File: src/rtl/uart_pkg.sv
// Shared definitions for the UART transmit framer: FSM states, parity codes, legal widths.
package uart_pkg;

  typedef enum logic [2:0] {
    ST_IDLE,
    ST_START,
    ST_DATA,
    ST_PARITY,
    ST_STOP,
    ST_BREAK
  } uart_state_e;

  localparam logic PAR_EVEN = 1'b0;
  localparam logic PAR_ODD  = 1'b1;

  localparam int DATA_WIDTH_MIN = 5;
  localparam int DATA_WIDTH_MAX = 9;

endpackage

File: src/rtl/uart_bit_timer.sv
// Per-bit hold counter: counts 0..CLKS_PER_BIT-1 and pulses bit_done on the last cycle of a bit.
module uart_bit_timer #(
  parameter int CLKS_PER_BIT = 1,
  parameter int CNT_W        = $clog2(CLKS_PER_BIT + 1)
) (
  input  logic CLK,
  input  logic RST,
  input  logic clear,
  output logic bit_done
);

  logic [CNT_W-1:0] cnt_q;

  assign bit_done = !clear && (cnt_q == CNT_W'(CLKS_PER_BIT - 1));

  always_ff @(posedge CLK or negedge RST) begin
    if (!RST) begin
      cnt_q <= '0;
    end else if (clear || bit_done) begin
      cnt_q <= '0;
    end else begin
      cnt_q <= cnt_q + 1'b1;
    end
  end

endmodule

File: src/rtl/uart_tx_framer.sv
// UART transmit framer: start, DATA_WIDTH data bits LSB first, optional parity, 1 or 2 stops.
// Optional line-break generation is enabled by defining UART_TX_BREAK_EN (adds BREAK_REQ).
module uart_tx_framer
  import uart_pkg::*;
#(
  parameter int DATA_WIDTH   = 8,
  parameter int CLKS_PER_BIT = 1,
  parameter int CNT_W        = $clog2(CLKS_PER_BIT + 1)
) (
  input  logic                  CLK,
  input  logic                  RST,
  input  logic [DATA_WIDTH-1:0] TX_DATA,
  input  logic                  DATA_VALID,
  input  logic                  PAR_EN,
  input  logic                  PAR_TYP,
  input  logic                  STOP2,
`ifdef UART_TX_BREAK_EN
  input  logic                  BREAK_REQ,
`endif
  output logic                  TX_OUT,
  output logic                  BUSY
);

  localparam int IDX_W = $clog2(DATA_WIDTH);

  if (DATA_WIDTH < DATA_WIDTH_MIN || DATA_WIDTH > DATA_WIDTH_MAX) begin : g_bad_width
    $error("uart_tx_framer: DATA_WIDTH out of range");
  end
  if (CLKS_PER_BIT < 1) begin : g_bad_cpb
    $error("uart_tx_framer: CLKS_PER_BIT must be >= 1");
  end

  uart_state_e           state_q, state_d;
  logic                  tx_q, tx_d;
  logic                  busy_q, busy_d;
  logic [IDX_W-1:0]      idx_q, idx_d;
  logic [DATA_WIDTH-1:0] shreg_q, shreg_d;
  logic                  par_en_q, par_en_d;
  logic                  par_bit_q, par_bit_d;
  logic                  stop2_q, stop2_d;
  logic                  brk_req;
  logic                  bit_done;
  logic                  timer_clear;

`ifdef UART_TX_BREAK_EN
  assign brk_req = BREAK_REQ;
`else
  assign brk_req = 1'b0;
`endif

  // The counter only runs in timed bit states; IDLE and BREAK have no fixed length.
  assign timer_clear = (state_q == ST_IDLE) || (state_q == ST_BREAK);

  uart_bit_timer #(
    .CLKS_PER_BIT (CLKS_PER_BIT),
    .CNT_W        (CNT_W)
  ) u_bit_timer (
    .CLK      (CLK),
    .RST      (RST),
    .clear    (timer_clear),
    .bit_done (bit_done)
  );

  always_comb begin
    state_d   = state_q;
    tx_d      = tx_q;
    busy_d    = busy_q;
    idx_d     = idx_q;
    shreg_d   = shreg_q;
    par_en_d  = par_en_q;
    par_bit_d = par_bit_q;
    stop2_d   = stop2_q;
    case (state_q)
      ST_IDLE: begin
        tx_d   = 1'b1;
        busy_d = 1'b0;
        if (brk_req) begin
          state_d = ST_BREAK;
          tx_d    = 1'b0;
          busy_d  = 1'b1;
          stop2_d = 1'b0;
        end else if (DATA_VALID) begin
          state_d   = ST_START;
          tx_d      = 1'b0;
          busy_d    = 1'b1;
          shreg_d   = TX_DATA;
          par_en_d  = PAR_EN;
          par_bit_d = (^TX_DATA) ^ (PAR_TYP == PAR_ODD);
          stop2_d   = STOP2;
        end
      end
      ST_START: begin
        if (bit_done) begin
          state_d = ST_DATA;
          tx_d    = shreg_q[0];
          shreg_d = shreg_q >> 1;
          idx_d   = '0;
        end
      end
      ST_DATA: begin
        if (bit_done) begin
          if (idx_q == IDX_W'(DATA_WIDTH - 1)) begin
            idx_d = '0;
            if (par_en_q) begin
              state_d = ST_PARITY;
              tx_d    = par_bit_q;
            end else begin
              state_d = ST_STOP;
              tx_d    = 1'b1;
            end
          end else begin
            idx_d   = idx_q + 1'b1;
            tx_d    = shreg_q[0];
            shreg_d = shreg_q >> 1;
          end
        end
      end
      ST_PARITY: begin
        if (bit_done) begin
          state_d = ST_STOP;
          tx_d    = 1'b1;
          idx_d   = '0;
        end
      end
      ST_STOP: begin
        // idx counts stop periods already sent when two are owed
        if (bit_done) begin
          if (stop2_q && idx_q == '0) begin
            idx_d = IDX_W'(1);
          end else begin
            state_d = ST_IDLE;
            busy_d  = 1'b0;
            idx_d   = '0;
          end
        end
      end
      ST_BREAK: begin
        if (!brk_req) begin
          state_d = ST_STOP;
          tx_d    = 1'b1;
          idx_d   = '0;
        end
      end
      default: begin
        state_d = ST_IDLE;
        tx_d    = 1'b1;
        busy_d  = 1'b0;
      end
    endcase
  end

  always_ff @(posedge CLK or negedge RST) begin
    if (!RST) begin
      state_q   <= ST_IDLE;
      tx_q      <= 1'b1;
      busy_q    <= 1'b0;
      idx_q     <= '0;
      shreg_q   <= '0;
      par_en_q  <= 1'b0;
      par_bit_q <= 1'b0;
      stop2_q   <= 1'b0;
    end else begin
      state_q   <= state_d;
      tx_q      <= tx_d;
      busy_q    <= busy_d;
      idx_q     <= idx_d;
      shreg_q   <= shreg_d;
      par_en_q  <= par_en_d;
      par_bit_q <= par_bit_d;
      stop2_q   <= stop2_d;
    end
  end

  assign TX_OUT = tx_q;
  assign BUSY   = busy_q;

endmodule
File: config.mk
export PLATFORM = sky130hd
export DESIGN_NAME = uart_tx_framer
export DESIGN_NICKNAME = d
export VERILOG_FILES = /design/src/rtl/uart_pkg.sv /design/src/rtl/uart_bit_timer.sv /design/src/rtl/uart_tx_framer.sv
export SDC_FILE = /design/constraint.sdc
export NUM_CORES = 1
export LEC_CHECK = 0
export ABC_AREA = 1
export ABC_CLOCK_PERIOD_IN_PS = 2060
export CAP_MARGIN = 15
export CORE_ASPECT_RATIO = 0.9
export CORE_MARGIN = 2
export CORE_UTILIZATION = 55
export DETAILED_ROUTE_END_ITERATION = 7
export PLACE_DENSITY_LB_ADDON = 0.15
export SYNTH_ARGS = -nofsm -noshare
export SYNTH_HDL_FRONTEND = slang
export SYNTH_SLANG_ARGS = --single-unit
File: constraint.sdc
create_clock -name CLK -period 2.06 [get_ports CLK]
set_input_delay 0.412 -clock CLK [delete_from_list [all_inputs] [get_ports CLK]]
set_output_delay 0.412 -clock CLK [all_outputs]
set_load 0.02 [all_outputs]
==> impl_metrics.py <==
metrics = {
    "power": {
        "p_leak_nw": 0.790,
        "power.switching_mw": 1.08,
        "combPwrFrac_pct": 55.4,
        "switching_share_pct": 45.9,
        "p_int_mw": 1.27,
        "peakVddDrop_mv": 0.949,
        "fin_total_pwr_mw": 2.36,
        "power.share.clock_pct": 13.7,
        "p_per_area_mw_per_mm2": 1510,
        "power_frac_seq_pct": 30.9,
    },
    "worst_setup_path": {
        "critPathArrivalTime_ns": 1.43,
        "max_stage_delay_ns": 0.59,
        "end_kind": "output pin",
        "startpoint_type": "flop",
        "r2r_cells": 7,
        "r2r-start": "idx_q[0]$_DFFE_PN0P_",
        "worstPathCellList": "clkdlybuf4s50_1",
        "critical-path-top-delay-family": "buffers and inverters",
        "cp_num_buf_inv": 1,
        "critPathMaxFanout": 2,
        "criticalPathCategory": "flop to output pin",
        "r2r_slack_ns": 0.39,
        "critPathSlowestCell": "clkdlybuf4s50_1",
        "required_ns": 1.65,
        "r2r_end": "shreg_q[3]$_DFFE_PN0P_",
    },
    "placement": {
        "dp_cells": 224,
        "hpwlAfterDp_um": 2250,
        "gp_congestion": 0.872,
        "port_buffers": 15,
    },
    "synth": {
        "synth_seq_cells": 20,
        "syn_area_mm2": 0.00136,
        "synthAdderAreaFrac_pct": 2.76,
        "synth_xor_area_share_pct": 0.645,
        "avgSynthCellArea_um2": 7.43,
        "yosys.area_share.simple_pct": 33.7,
        "syn-num-nets": 200,
        "synth_top_family_by_area": "simple AND/OR/NAND/NOR gates",
        "yosysWarnings": 0,
        "netlist_instances": 183,
        "synth_compound_area_share_pct": 14.8,
        "synth_mux_area_share_pct": 0,
        "ys_seq_area_share_pct": 36.9,
        "yosysUniqueCellTypes": 27,
    },
    "grt": {
        "grt_util_met1_pct": 30.6,
        "top_usage_layer": "met2",
        "antenna_found_initial": 0,
        "overflow": 0,
        "grt_pass1_vias": 1122,
        "use_met3_pct": 5.06,
        "grt_max_degree": 15,
        "grt_usage_pct": 22.4,
        "grt_first_pass_wirelength_um": 5020,
        "grt_util_met2_pct": 37.5,
    },
    "cts": {
        "cts_root_buf": "clkbuf_4",
        "cts_made_buffers": 3,
        "cts_buffer_depth": 2,
        "htreeDepth": 1,
        "cts.clk_slew.worst_paths_ns": 0.12,
        "cts_resized": 0,
        "postCtsHoldBufs": 0,
        "post_cts_buffers": 0,
        "cts_num_sinks": 20,
        "cts_tree": "done",
        "clock_latency_ns": 0.31,
    },
    "routing": {
        "routed_via_density": 5.15,
        "drt_iter0_markers": 45,
        "drtAntennaViolNets": 0,
        "drt-pass1-iter-count": 4,
        "post-route-drc-count": 0,
        "routed_wl_um": 2820,
        "vias": 1174,
        "wl_per_cell_um": 12.4,
    },
    "outcome": {
        "outcome": "finished clean",
    },
    "timing": {
        "finalCriticalPeriod_ns": 1.85,
        "fin_crit_sh_pct": 89.6,
        "rsz0062_at_grt": "false",
        "max_freq_ghz": 0.542,
        "slew_viol_final": 0,
        "finalClockSkew_ns": 0.00872,
        "whs_ns": 0.406,
        "setup_violations": 0,
        "finalHoldViolations": 0,
        "setup_tns_ns": 0,
    },
    "floorplan": {
        "rows": 17,
        "initial_utilization_pct": 56.5,
        "ios": 16,
        "die_y_um": 51.2,
        "dieArea_mm2": 0.00288,
        "core_mm2": 0.00240,
        "die_w_um": 56.4,
    },
    "cells_and_area": {
        "drive_above_1_share_pct": 15.5,
        "area_growth_pct": 14.9,
        "nFillCells": 222,
        "nets": 218,
        "stdcell_count": 228,
        "diodes": 0,
    },
    "job": {
        "drv_cap": 0,
    },
    "worst_hold_path": {
        "hold_path.class": "primary input to asynchronous set/reset pin",
    },
}
==> cells in the final DEF (no fill, tap or decap), types with 2 or more instances in the layout <==
cell type and instances:
clkdlybuf4s50_1 15, nand3b_1 2, inv_2 4, dfrtp_1 19, nor3_2 2, nor2_2 5, o21a_1 6, nand2_1 52
o21ai_0 15, nand3_1 13, inv_1 24, nor2_1 14, clkbuf_4 3, a21oi_2 6, ha_1 3, nand2_2 4
==> flip-flops by register name (all words and copies together) (netlist names) <==
| name | flops |
|---|---|
| u_bit_timer.cnt_q | 1 |
| par_bit_q | 1 |
| TX_OUT | 1 |
| stop2_q | 1 |
| shreg_q | 8 |
| par_en_q | 1 |
| idx_q | 3 |
| BUSY | 1 |
| state_q | 3 |
==> logic make-up (layout without fill, tap and decap cells) <==
kind of cell / Yosys count / in the layout
AOI/OAI and AO/OA: 30 / 30
xor gates and xnor gates: 1 / 1
adders and majority gates: 3 / 3
buffers and inverters: 31 / 48
DFF: 20 / 20
other: 1 / 1
and+or+nand+nor: 97 / 97
==> power by group through the flow <==
stage	Sequential [mW]	Combinational [mW]	Clock, mW
2_1_floorplan	0.709	1.13	0
3_3_place_gp	0.731	1.25	0
6_report	0.729	1.30	0.322
5_1_grt	0.753	1.48	0.345
3_5_place_dp	0.731	1.30	0
4_1_cts	0.727	1.31	0.329
==> synth_stat cells <==
master	n	share of area [%]
nor2_4	1	0.83
nor3_2	2	1.5
a21oi_2	6	3.9
buf_6	2	1.7
buf_12	1	1.5
conb_1	1	0.28
nand2_2	4	1.8
o21ai_0	15	5.5
o21bai_1	1	0.55
nand2_4	1	0.83
nand3b_1	2	1.1
nor2_2	5	2.3
dfrtp_1	19	35
inv_1	24	6.6
dfstp_2	1	1.9
nor3_1	1	0.37
ha_1	3	2.8
nand2_1	52	14
nand3_1	13	4.8
xor2_1	1	0.64
nor2_8	1	1.5
o21ai_4	1	1.2
nor2_1	14	3.9
inv_2	4	1.1
o21a_1	6	3.3
o21ai_1	1	0.37
nand4_1	1	0.46
==> worst max-delay path by stage <==
stage	startpoint	endpoint	depth (start not counted)
after CTS	TX_OUT$_DFFE_PN1P_	TX_OUT	1
final	TX_OUT$_DFFE_PN1P_	TX_OUT	1
after floorplan	idx_q[0]$_DFFE_PN0P_	shreg_q[5]$_DFFE_PN0P_	8
after global placement	TX_DATA[0]	par_bit_q$_DFFE_PN0P_	10
after detailed placement	DATA_VALID	shreg_q[3]$_DFFE_PN0P_	7
after global routing	TX_OUT$_DFFE_PN1P_	TX_OUT	1
==> stage by stage <==
| stage | worst slack (ns) | util (%) | area (µm²) |
|---|---|---|---|
| finish | 0.214 | 65.0 | 1560 |
| global route | 0.170 | 65.0 | 1560 |
| CTS | 0.205 | 65.0 | 1560 |
| detailed placement | 0.400 | 62.8 | 1510 |
| global placement | 0.456 | 62.8 | 1510 |
| floorplan | 0.598 | - | 1360 |
==> layer usage <==
layer,up-vias,wire [µm]
met5,-,0
met4,0,8
met3,2,144
met2,26,1350
met1,534,1310
li1,612,-
==> final cells by class <==
type | instances | area (µm²) | share of cell area (%)
repair buffers | 16 | 158 | 10.1
multi-input cells | 132 | 709 | 45.4
well taps | 28 | 35.0 | 2.24
flip-flops and latches | 20 | 502 | 32.1
clock inverters | 1 | 30.0 | 1.92
inverters | 28 | 105 | 6.73
clock buffers | 3 | 22.5 | 1.44
Note: power is estimated with default switching activity, not from simulation.
